<file path="src/rtl/ctrl_seq_pkg.sv">
// typedefs: shared opcode and phase encodings for the VeriRISC sequencer.
package typedefs;
    typedef enum logic [2:0] {HLT, SKZ, ADD, AND, XOR, LDA, STO, JMP} opcode_t;
    typedef enum logic [3:0] {
        INST_ADDR, INST_FETCH, INST_LOAD, IDLE, OP_ADDR, OP_FETCH, ALU_OP, STORE, HALTED
    } state_t;
    function automatic logic is_aluop(input opcode_t op);
        return op inside {ADD, AND, XOR, LDA};
    endfunction
endpackage

</file>
<file path="src/rtl/ctrl_seq_wait_timer.sv">
// wait_timer: counts stalled cycles in a memory phase, saturating at TIMEOUT.
module wait_timer #(
    parameter int TIMEOUT = 15
) (
    input  logic clk,
    input  logic rst_,
    input  logic clr,
    input  logic stall,
    output logic expired
);
    localparam int W = TIMEOUT > 0 ? $clog2(TIMEOUT + 1) : 1;
    logic [W-1:0] cnt_q, cnt_d;
    assign expired = (TIMEOUT != 0) && (cnt_q == W'(TIMEOUT));
    assign cnt_d = clr ? '0 : (stall && cnt_q != W'(TIMEOUT)) ? cnt_q + 1'b1 : cnt_q;
    always_ff @(posedge clk or negedge rst_)
        if (!rst_) cnt_q <= '0;
        else       cnt_q <= cnt_d;
endmodule

</file>
<file path="src/rtl/ctrl_seq.sv">
// ctrl_seq: eight-phase fetch/execute sequencer with memory wait states,
// bus timeout, persistent halt, single-step and retired-instruction count.
module ctrl_seq
    import typedefs::*;
#(
    parameter int TIMEOUT = 15,
    parameter int CNT_W   = 16
) (
    input  logic             clk,
    input  logic             rst_,
    input  opcode_t          opcode,
    input  logic             zero,
    input  logic             mem_ready,
    input  logic             resume,
    input  logic             step_en,
    input  logic             step,
    output logic             mem_rd,
    output logic             load_ir,
    output logic             halt,
    output logic             inc_pc,
    output logic             load_ac,
    output logic             load_pc,
    output logic             mem_wr,
    output logic             bus_err,
    output state_t           state_o,
    output logic [CNT_W-1:0] instr_cnt
);
    state_t state_q, state_d;
    logic bus_err_q, bus_err_d, expired;
    logic [CNT_W-1:0] cnt_q, cnt_d;
    logic aluop, mem_phase, stall;

    assign aluop = is_aluop(opcode);
    assign mem_phase = (state_q == INST_FETCH) || (state_q == OP_FETCH && aluop) ||
                       (state_q == STORE && opcode == STO);
    assign stall = mem_phase && !mem_ready;

    wait_timer #(.TIMEOUT(TIMEOUT)) u_timer (
        .clk(clk), .rst_(rst_), .clr(state_d != state_q), .stall(stall), .expired(expired)
    );

    always_comb begin
        state_d = state_q;
        case (state_q)
            INST_ADDR:  state_d = (step_en && !step) ? INST_ADDR : INST_FETCH;
            INST_FETCH: state_d = INST_LOAD;
            INST_LOAD:  state_d = IDLE;
            IDLE:       state_d = OP_ADDR;
            OP_ADDR:    state_d = (opcode == HLT) ? HALTED : OP_FETCH;
            OP_FETCH:   state_d = ALU_OP;
            ALU_OP:     state_d = STORE;
            STORE:      state_d = INST_ADDR;
            HALTED:     state_d = resume ? INST_ADDR : HALTED;
            default:    state_d = INST_ADDR;
        endcase
        // a stalled memory phase holds until ready, or aborts once the timer expires
        if (stall) state_d = expired ? HALTED : state_q;
    end

    assign bus_err_d = (state_q == HALTED && resume) ? 1'b0 : (stall && expired) ? 1'b1 : bus_err_q;
    assign cnt_d = (state_q == STORE && state_d == INST_ADDR) ? cnt_q + 1'b1 : cnt_q;

    always_ff @(posedge clk or negedge rst_)
        if (!rst_) begin
            state_q   <= INST_ADDR;
            bus_err_q <= 1'b0;
            cnt_q     <= '0;
        end else begin
            state_q   <= state_d;
            bus_err_q <= bus_err_d;
            cnt_q     <= cnt_d;
        end

    always_comb begin
        {mem_rd, load_ir, halt, inc_pc, load_ac, load_pc, mem_wr} = '0;
        case (state_q)
            INST_FETCH: mem_rd = 1'b1;
            INST_LOAD, IDLE: {mem_rd, load_ir} = 2'b11;
            OP_ADDR: {inc_pc, halt} = {1'b1, opcode == HLT};
            OP_FETCH: mem_rd = aluop;
            ALU_OP: {mem_rd, load_ac, inc_pc, load_pc} = {aluop, aluop, opcode == SKZ && zero, opcode == JMP};
            STORE: {mem_rd, load_ac, inc_pc, load_pc, mem_wr} = {aluop, aluop, opcode == JMP, opcode == JMP, opcode == STO};
            HALTED: halt = 1'b1;
            default: ;
        endcase
    end

    assign state_o   = state_q;
    assign bus_err   = bus_err_q;
    assign instr_cnt = cnt_q;
endmodule

</file>
<file path="config.mk">
export PLATFORM = sky130hd
export DESIGN_NAME = ctrl_seq
export DESIGN_NICKNAME = d
export VERILOG_FILES = /design/src/rtl/ctrl_seq_pkg.sv /design/src/rtl/ctrl_seq_wait_timer.sv /design/src/rtl/ctrl_seq.sv
export SDC_FILE = /design/constraint.sdc
export NUM_CORES = 1
export LEC_CHECK = 0
export ABC_AREA = 1
export CORE_UTILIZATION = 60
export DETAILED_ROUTE_END_ITERATION = 7
export DONT_BUFFER_PORTS = 1
export GPL_ROUTABILITY_DRIVEN = 0
export PLACE_DENSITY = 0.76
export REMOVE_ABC_BUFFERS = 1
export SLEW_MARGIN = 20
export SYNTH_ARGS = -nofsm -noshare
export SYNTH_HDL_FRONTEND = slang
export SYNTH_SLANG_ARGS = --single-unit
</file>
<file path="constraint.sdc">
create_clock -name clk -period 2.3 [get_ports clk]
set_input_delay 0.23 -clock clk [delete_from_list [all_inputs] [get_ports clk]]
set_output_delay 0.23 -clock clk [all_outputs]
set_load 0.02 [all_outputs]
</file>
==> results.md, run 1 <==
- Final TNS setup: 0 ps
- Num CTS Buffers: 3
- Total core area: 0.00259 sq mm
- Std-Cell Rows: 18
- Worst Min Path Start: resume
- 1st-iter DRT viols: 77
- Post-DP HPWL: 2760 um
- Antenna Nets Post-Route: 0
- Hold Path Depth: 3
- Initial antenna violation count: 0
- Netlist Area Pre-Place: 0.00171 sq mm
- P per Cell Area: 942 mW/mm^2
- Syn avg cell area: 7.33 sq um
- Fin. Hold Viols: 0
- R2R Setup Slk: 220 ps
- Die height: 55.4 um
- Worst setup SP type: flop
- Main area contributors after synthesis: dfrtp_1 37%, nand2_1 14%, nand3_1 9.4%
- Bufs on Longest Clock Path: 2
- Pins Over Slew Limit: 0
- Total wire length: 3690 um
- Crit path time final: 2080 ps
- Register area share after synthesis: 0.366
- Worst-path cell chain: nor2_1 -> nand3_1 -> nand3_4 -> nand2_4 -> nand2_2 -> nand2_2 -> nor2_4 -> nand2_4 -> nand2_1 -> o21ai_2
- CTS root buf: clkbuf_4
- Clk_lat worst skew: 330 ps
- Wire per inst: 13.4 um
- RR Startpoint: state_o[2]
- Placed Instance Area: 0.00175 sq mm
- # DRC: 0
- Top Ports: 38
- Port Buffer Count: 0
- Synth Instances: 233
- Crit path DAT: 2310 ps
- FMAX: 480 MHz
- Period utilization: 0.905
- Transition time of the tightest slew-check pin: 355 ps
- Peak VDD IR: 0.724 mV
- Setup Skew: 11.5 ps
- Antenna fix cells: 0
- FILL cells: 209
- Via count: 1,538
- GRT Residual Overflow: 0
- H-tree depth: 1
- Biggest cell delay along the critical path: 520 ps
- Layout Nets: 258
- Outcome: completed
- Area of the multi-input gates: 948 sq um
- Largest net degree at the start of global routing: 26
- Area Overhead vs Synth: 8.50%
- Max Cap Violations: 0
- Initial Util: 0.659
- Vias in the first global route: 1,532
- Critical path class: reg -> reg
- Final setup viols: 0
- Synth top area share: 0.366
- WP data required: 2520 ps
- Yosys cell types: 25
- Layout cell share with drive strength beyond 1: 0.151
- Hold Crit Class: in -> reg
- Worst-path clk slew: 130 ps
- Tot GR Track Use: 0.260
- Leakage power: 0.926 nW
- Slew margin rel.: 0.763
- Die Area: 0.00306 sq mm
- Slowest stage cell, crit path: dfrtp_1
- Yosys reg bits: 25
- Crit path max fanout: 20
- Die W: 55.4 um
- FF+latch area: 628 sq um
- Clock sink total: 25
- Post-synth top area cell: dfrtp_1
- TritonCTS clock tree: done
- Crit. End Element: flop
- RSZ-0062 raised after global routing: false
- TritonRoute pass-1 iters: 4
- First-pass GRT wire length: 6500 um
- Via density: 5.59
- Post-route design area: 0.00185 sq mm
- RR Endpoint: instr_cnt[6]
- Synth warn: 0
- Worst Reg2Reg Path Length in Cells: 10
- Hold Path End: state_o[3]
-- cell usage after synthesis (all sizes together) --
cell type,count
nand4,2
o21ai,8
xnor2,7
nand3,34
buf,4
nor2,27
dfrtp,25
nor3,9
ha,2
xor2,9
nand2,73
inv,27
nor4,1
nand3b,1
a21oi,3
a22oi,1
-- flip-flops by register name, summed over array words and instances, names as in the netlist --
| register | cells |
|---|---|
| state_o | 4 |
| instr_cnt | 16 |
| u_timer.cnt_q | 4 |
| bus_err | 1 |
-- power breakdown --
part           internal [mW]  switching [mW]  leakage, nW  total [mW]
combinational          0.315           0.596        0.579       0.912
clock                 0.0666           0.137       0.0139       0.203
sequential             0.497           0.134        0.333       0.631
total                  0.879           0.867        0.926        1.75
-- how the worst max path moves through the flow --
stage / start / endpoint / cells after the start
3_5_place_dp: state_o[1] / instr_cnt[6] / 11
3_3_place_gp: state_o[1] / instr_cnt[15] / 11
2_1_floorplan: state_o[1] / instr_cnt[15] / 10
5_1_grt: state_o[1] / instr_cnt[6] / 12
4_1_cts: state_o[3] / instr_cnt[6] / 11
6_report: state_o[2] / instr_cnt[6] / 10
-- worst max-delay path, delay by kind of cell, from the launching register on --
family / cells / cell delay [ps]
AND/OR/NAND/NOR: 9 / 1430
flip-flops: 1 / 520
AO/OA/AOI/OAI: 1 / 50
-- stage by stage --
stage / utilization / setup slack [ps] / total power [mW] / hold WS, ps / std cells
4_1_cts: 0.704 / 12.5 / 1.68 / 193 / 272
5_1_grt: 0.715 / 52.1 / 1.88 / 236 / 275
3_5_place_dp: 0.677 / -16.2 / 1.46 / -65.2 / 265
6_report: 0.715 / 218 / 1.75 / 198 / 275
2_1_floorplan: - / 200 / 1.26 / -65.6 / 229
3_3_place_gp: 0.677 / 45.7 / 1.44 / -65.2 / 265
-- layer usage --
layer  up-vias  GRT usage  part of all wire
met5         -          0                 0
met1       713      0.307              0.41
met3         6     0.0445             0.048
met4         0     0.0929             0.011
li1        763          -                 -
met2        56      0.470              0.53
-- layout make-up --
cell class,instances,area share
multi-input combinational,177,0.512
sequential,25,0.339
timing repair buffer,12,0.0581
inverter,27,0.0547
tap,30,0.0203
clock buffer,3,0.0122
clock inverter,1,0.00405
-- layout by cell type (no fill, tap or decap) --
cell type      instances
o21ai_0                4
inv_1                 25
nor2_1                23
nand3b_1               1
nand3_1               32
o21ai_2                4
nand2_4                3
clkbuf_4               3
xnor2_1                7
nand2_2                5
nor3_1                 9
dlygate4sd3_1          2
a21oi_1                2
nor4_1                 1
dfrtp_1               23
nand4_1                2
clkinvlp_4             1
a21oi_2                1
nor2_2                 1
a22oi_1                1
xor2_1                 9
dfrtp_2                2
ha_1                   2
buf_4                  9
nand3_4                2
nand2_1               65
nor2_4                 3
inv_2                  2
buf_12                 1
-- kinds of logic after synthesis --
group | after synthesis | share of synthesized area
AOI/OAI and AO/OA | 12 | 0.0476
DFF | 25 | 0.366
buffers and inverters | 31 | 0.0813
and+or+nand+nor | 147 | 0.408
adders and majority gates | 2 | 0.0146
xor gates and xnor gates | 16 | 0.0821
-- repair_timing --
item | 4_1_cts | 5_1_grt
endpoints found under the hold margin | 26 | 0
hold buffers | 3 | 0
setup buffers | 0 | 3
pin swaps | 0 | 1
endpoints found under the setup margin | 7 | 16
gates cloned | 0 | 0
gates resized for setup | 1 | 2
(Power assumes the default switching activity.)
==> run 2: changes to the inputs <==
--- a/config.mk
+++ b/config.mk
@@ -7,9 +7,11 @@
 export LEC_CHECK = 0
 export ABC_AREA = 1
 export CORE_UTILIZATION = 60
+export CTS_BUF_LIST = sky130_fd_sc_hd__clkbuf_16
 export DETAILED_ROUTE_END_ITERATION = 7
 export DONT_BUFFER_PORTS = 1
 export GPL_ROUTABILITY_DRIVEN = 0
+export HOLD_SLACK_MARGIN = 0.1
 export PLACE_DENSITY = 0.76
 export REMOVE_ABC_BUFFERS = 1
 export SLEW_MARGIN = 20
==> run 2 against run 1 <==
  * Critical path depth up 2
  * Sequential cell count unchanged
  * Combinational power fell by 2.3%
  * Clock-buffer cell count stayed put
  * Clock skew fell by 7.5 ps
  * Clock power up 92%
  * Via count is 0.59% higher
  * Setup slack worse by 33 ps
  * Critical endpoint unchanged
  * Sequential power barely moved
  * Cell count shrank 0.36%
  * Die area unchanged
==> results.md, run 2 (same netlist as run 1, synthesis figures left out) <==
- Slew margin rel.: 0.752 (-0.0114)
- H-tree depth: 1 (unchanged)
- Tot GR Track Use: 0.266 (+0.00635)
- Most frequent cells in the layout: 65 x nand2_1, 32 x nand3_1, 25 x inv_1, 24 x dfrtp_1, 23 x nor2_1
- Largest net degree at the start of global routing: 26 (unchanged)
- Crit path max fanout: 20 (unchanged)
- Most common cell after layout, fill and taps aside: nand2_1
- Initial Util: 0.659 (unchanged)
- Fin worst setup slack: 185 ps (-32.7 ps)
- Via count: 1,547 (+0.59%)
- Outcome: completed
- Tot Pwr: 1.91 mW (+9.6%)
- TritonRoute pass-1 iters: 4 (unchanged)
- Hold Path Depth: 3 (unchanged)
- Clk_lat worst skew: 260 ps (-70 ps)
- Std-Cell Rows: 18 (unchanged)
- Layout cell share with drive strength beyond 1: 0.143 (-0.00758)
- Leakage power: 0.946 nW (+2.1%)
- RR Endpoint: instr_cnt[6]
- Die Area: 0.00306 sq mm (unchanged)
- Post-DP HPWL: 2760 um (unchanged)
- Critical path startpoint: state_o[3]
- Crit path DAT: 2260 ps (-50 ps)
- Peak VDD IR: 0.704 mV (-2.8%)
- P per Cell Area: 1010 mW/mm^2 (+7.0%)
- Final setup viols: 0 (unchanged)
- Port Buffer Count: 0 (unchanged)
- Transition time of the tightest slew-check pin: 372 ps (+17.1 ps)
- Bufs on Longest Clock Path: 2 (unchanged)
- Via density: 5.65 (+0.95%)
- WP data required: 2450 ps (-70 ps)
- Clock sink total: 25 (unchanged)
- Die height: 55.4 um (unchanged)
- Hold Path End: state_o[3]
- GRT Residual Overflow: 0 (unchanged)
- Area Overhead vs Synth: 11.1%
- Crit. End Element: flop
- TritonCTS clock tree: done
- Total core area: 0.00259 sq mm (unchanged)
- Area of the multi-input gates: 948 sq um (unchanged)
- Max reg flops: 16 (unchanged)
- RSZ-0062 raised after global routing: false
- Finished Core Util: 0.732 (+0.0169)
- Num CTS Buffers: 3 (unchanged)
- # DRC: 0 (unchanged)
- Die W: 55.4 um (unchanged)
- Top Ports: 38 (unchanged)
- 1st-iter DRT viols: 105 (+36%)
- Wire per inst: 13.7 um (+1.9%)
- Antenna Nets Post-Route: 0 (unchanged)
- CTS root buf: clkbuf_16
- FILL cells: 198 (-5.3%)
- Critical path class: reg -> reg
- FF+latch area: 627 sq um (-0.20%)
- Antenna fix cells: 0 (unchanged)
- Max Cap Violations: 0 (unchanged)
- Period utilization: 0.919 (+0.0142)
- Fin. Hold Viols: 0 (unchanged)
- Worst setup SP type: flop
- Layout Nets: 257 (-0.39%)
- R2R Setup Slk: 190 ps (-30 ps)
- Setup Skew: 3.94 ps (-7.52 ps)
- Pre-CTS setup slack: -16.2 ps (unchanged)
- Worst Reg2Reg Path Length in Cells: 12 (+2)
- Worst Hold Slack: 266 ps (+68.2 ps)
- Crit path time final: 2110 ps (+32.7 ps)
- FMAX: 473 MHz (-1.5%)
- Total wire length: 3740 um (+1.5%)
- RR Startpoint: state_o[3]
- Initial antenna violation count: 0 (unchanged)
- Pins Over Slew Limit: 0 (unchanged)
- Worst-path clk slew: 60 ps (-70 ps)
- Hold Crit Class: in -> reg
- First-pass GRT wire length: 6580 um (+1.3%)
- Vias in the first global route: 1,532 (unchanged)
- Worst Min Path Start: resume
-- run 2: cell types whose count changed in the layout (fill, tap and decap cells not counted), sizes merged --
cell	before	now
buf	10	9
-- run 2: layer usage --
layer	track usage	vias up	part of all wire
met2	0.485	58	0.53
met4	0.0929	0	0.012
met5	0	-	0
li1	-	765	-
met1	0.308	720	0.40
met3	0.0515	4	0.052
-- run 2: per-stage QoR --
| stage | cells | cell area [sq um] | setup TNS (ps) |
|---|---|---|---|
| after floorplan | 229 | 1670 | 0 |
| after global placement | 265 | 1750 | 0 |
| after detailed placement | 265 | 1750 | -31.5 |
| after CTS | 272 | 1880 | 0 |
| after global routing | 274 | 1900 | 0 |
| final | 274 | 1900 | 0 |
-- run 2: layout make-up --
type / instances / share of cell area
clock buffer: 3 / 0.0396
sequential: 25 / 0.330
multi-input combinational: 177 / 0.500
inverter: 27 / 0.0534
tap: 30 / 0.0198
timing repair buffer: 11 / 0.0528
clock inverter: 1 / 0.00396
-- run 2: power by group --
| group | total [mW] | internal [mW] | switching [mW] |
|---|---|---|---|
| combinational | 0.891 | 0.300 | 0.591 |
| clock | 0.390 | 0.236 | 0.154 |
| sequential | 0.631 | 0.497 | 0.134 |
-- run 2: repair_timing --
item	CTS	global route
setup buffers	0	2
hold endpoints to repair	26	0
pin swaps	0	1
hold buffers	3	0
gates resized for setup	1	1
endpoints found under the setup margin	5	16
-- run 2: how the worst max path moves through the flow --
stage	endpoint	slack (ps)	cells past startpoint
2_1_floorplan	instr_cnt[15]	200	10
3_3_place_gp	instr_cnt[15]	50	11
3_5_place_dp	instr_cnt[6]	-20	11
4_1_cts	instr_cnt[6]	100	11
5_1_grt	instr_cnt[6]	20	10
6_report	instr_cnt[6]	190	12
-- run 2: critical path: stages (launching register included) --
cell,delay [ps]
dfrtp_1,520
inv_2,160
nand2_4,80
nor2_2,160
nand2_2,80
nand3_4,100
nand2_4,70
nand2_2,80
nand2_2,70
nor2_4,290
nand2_4,220
nand2_1,120
o21ai_2,50
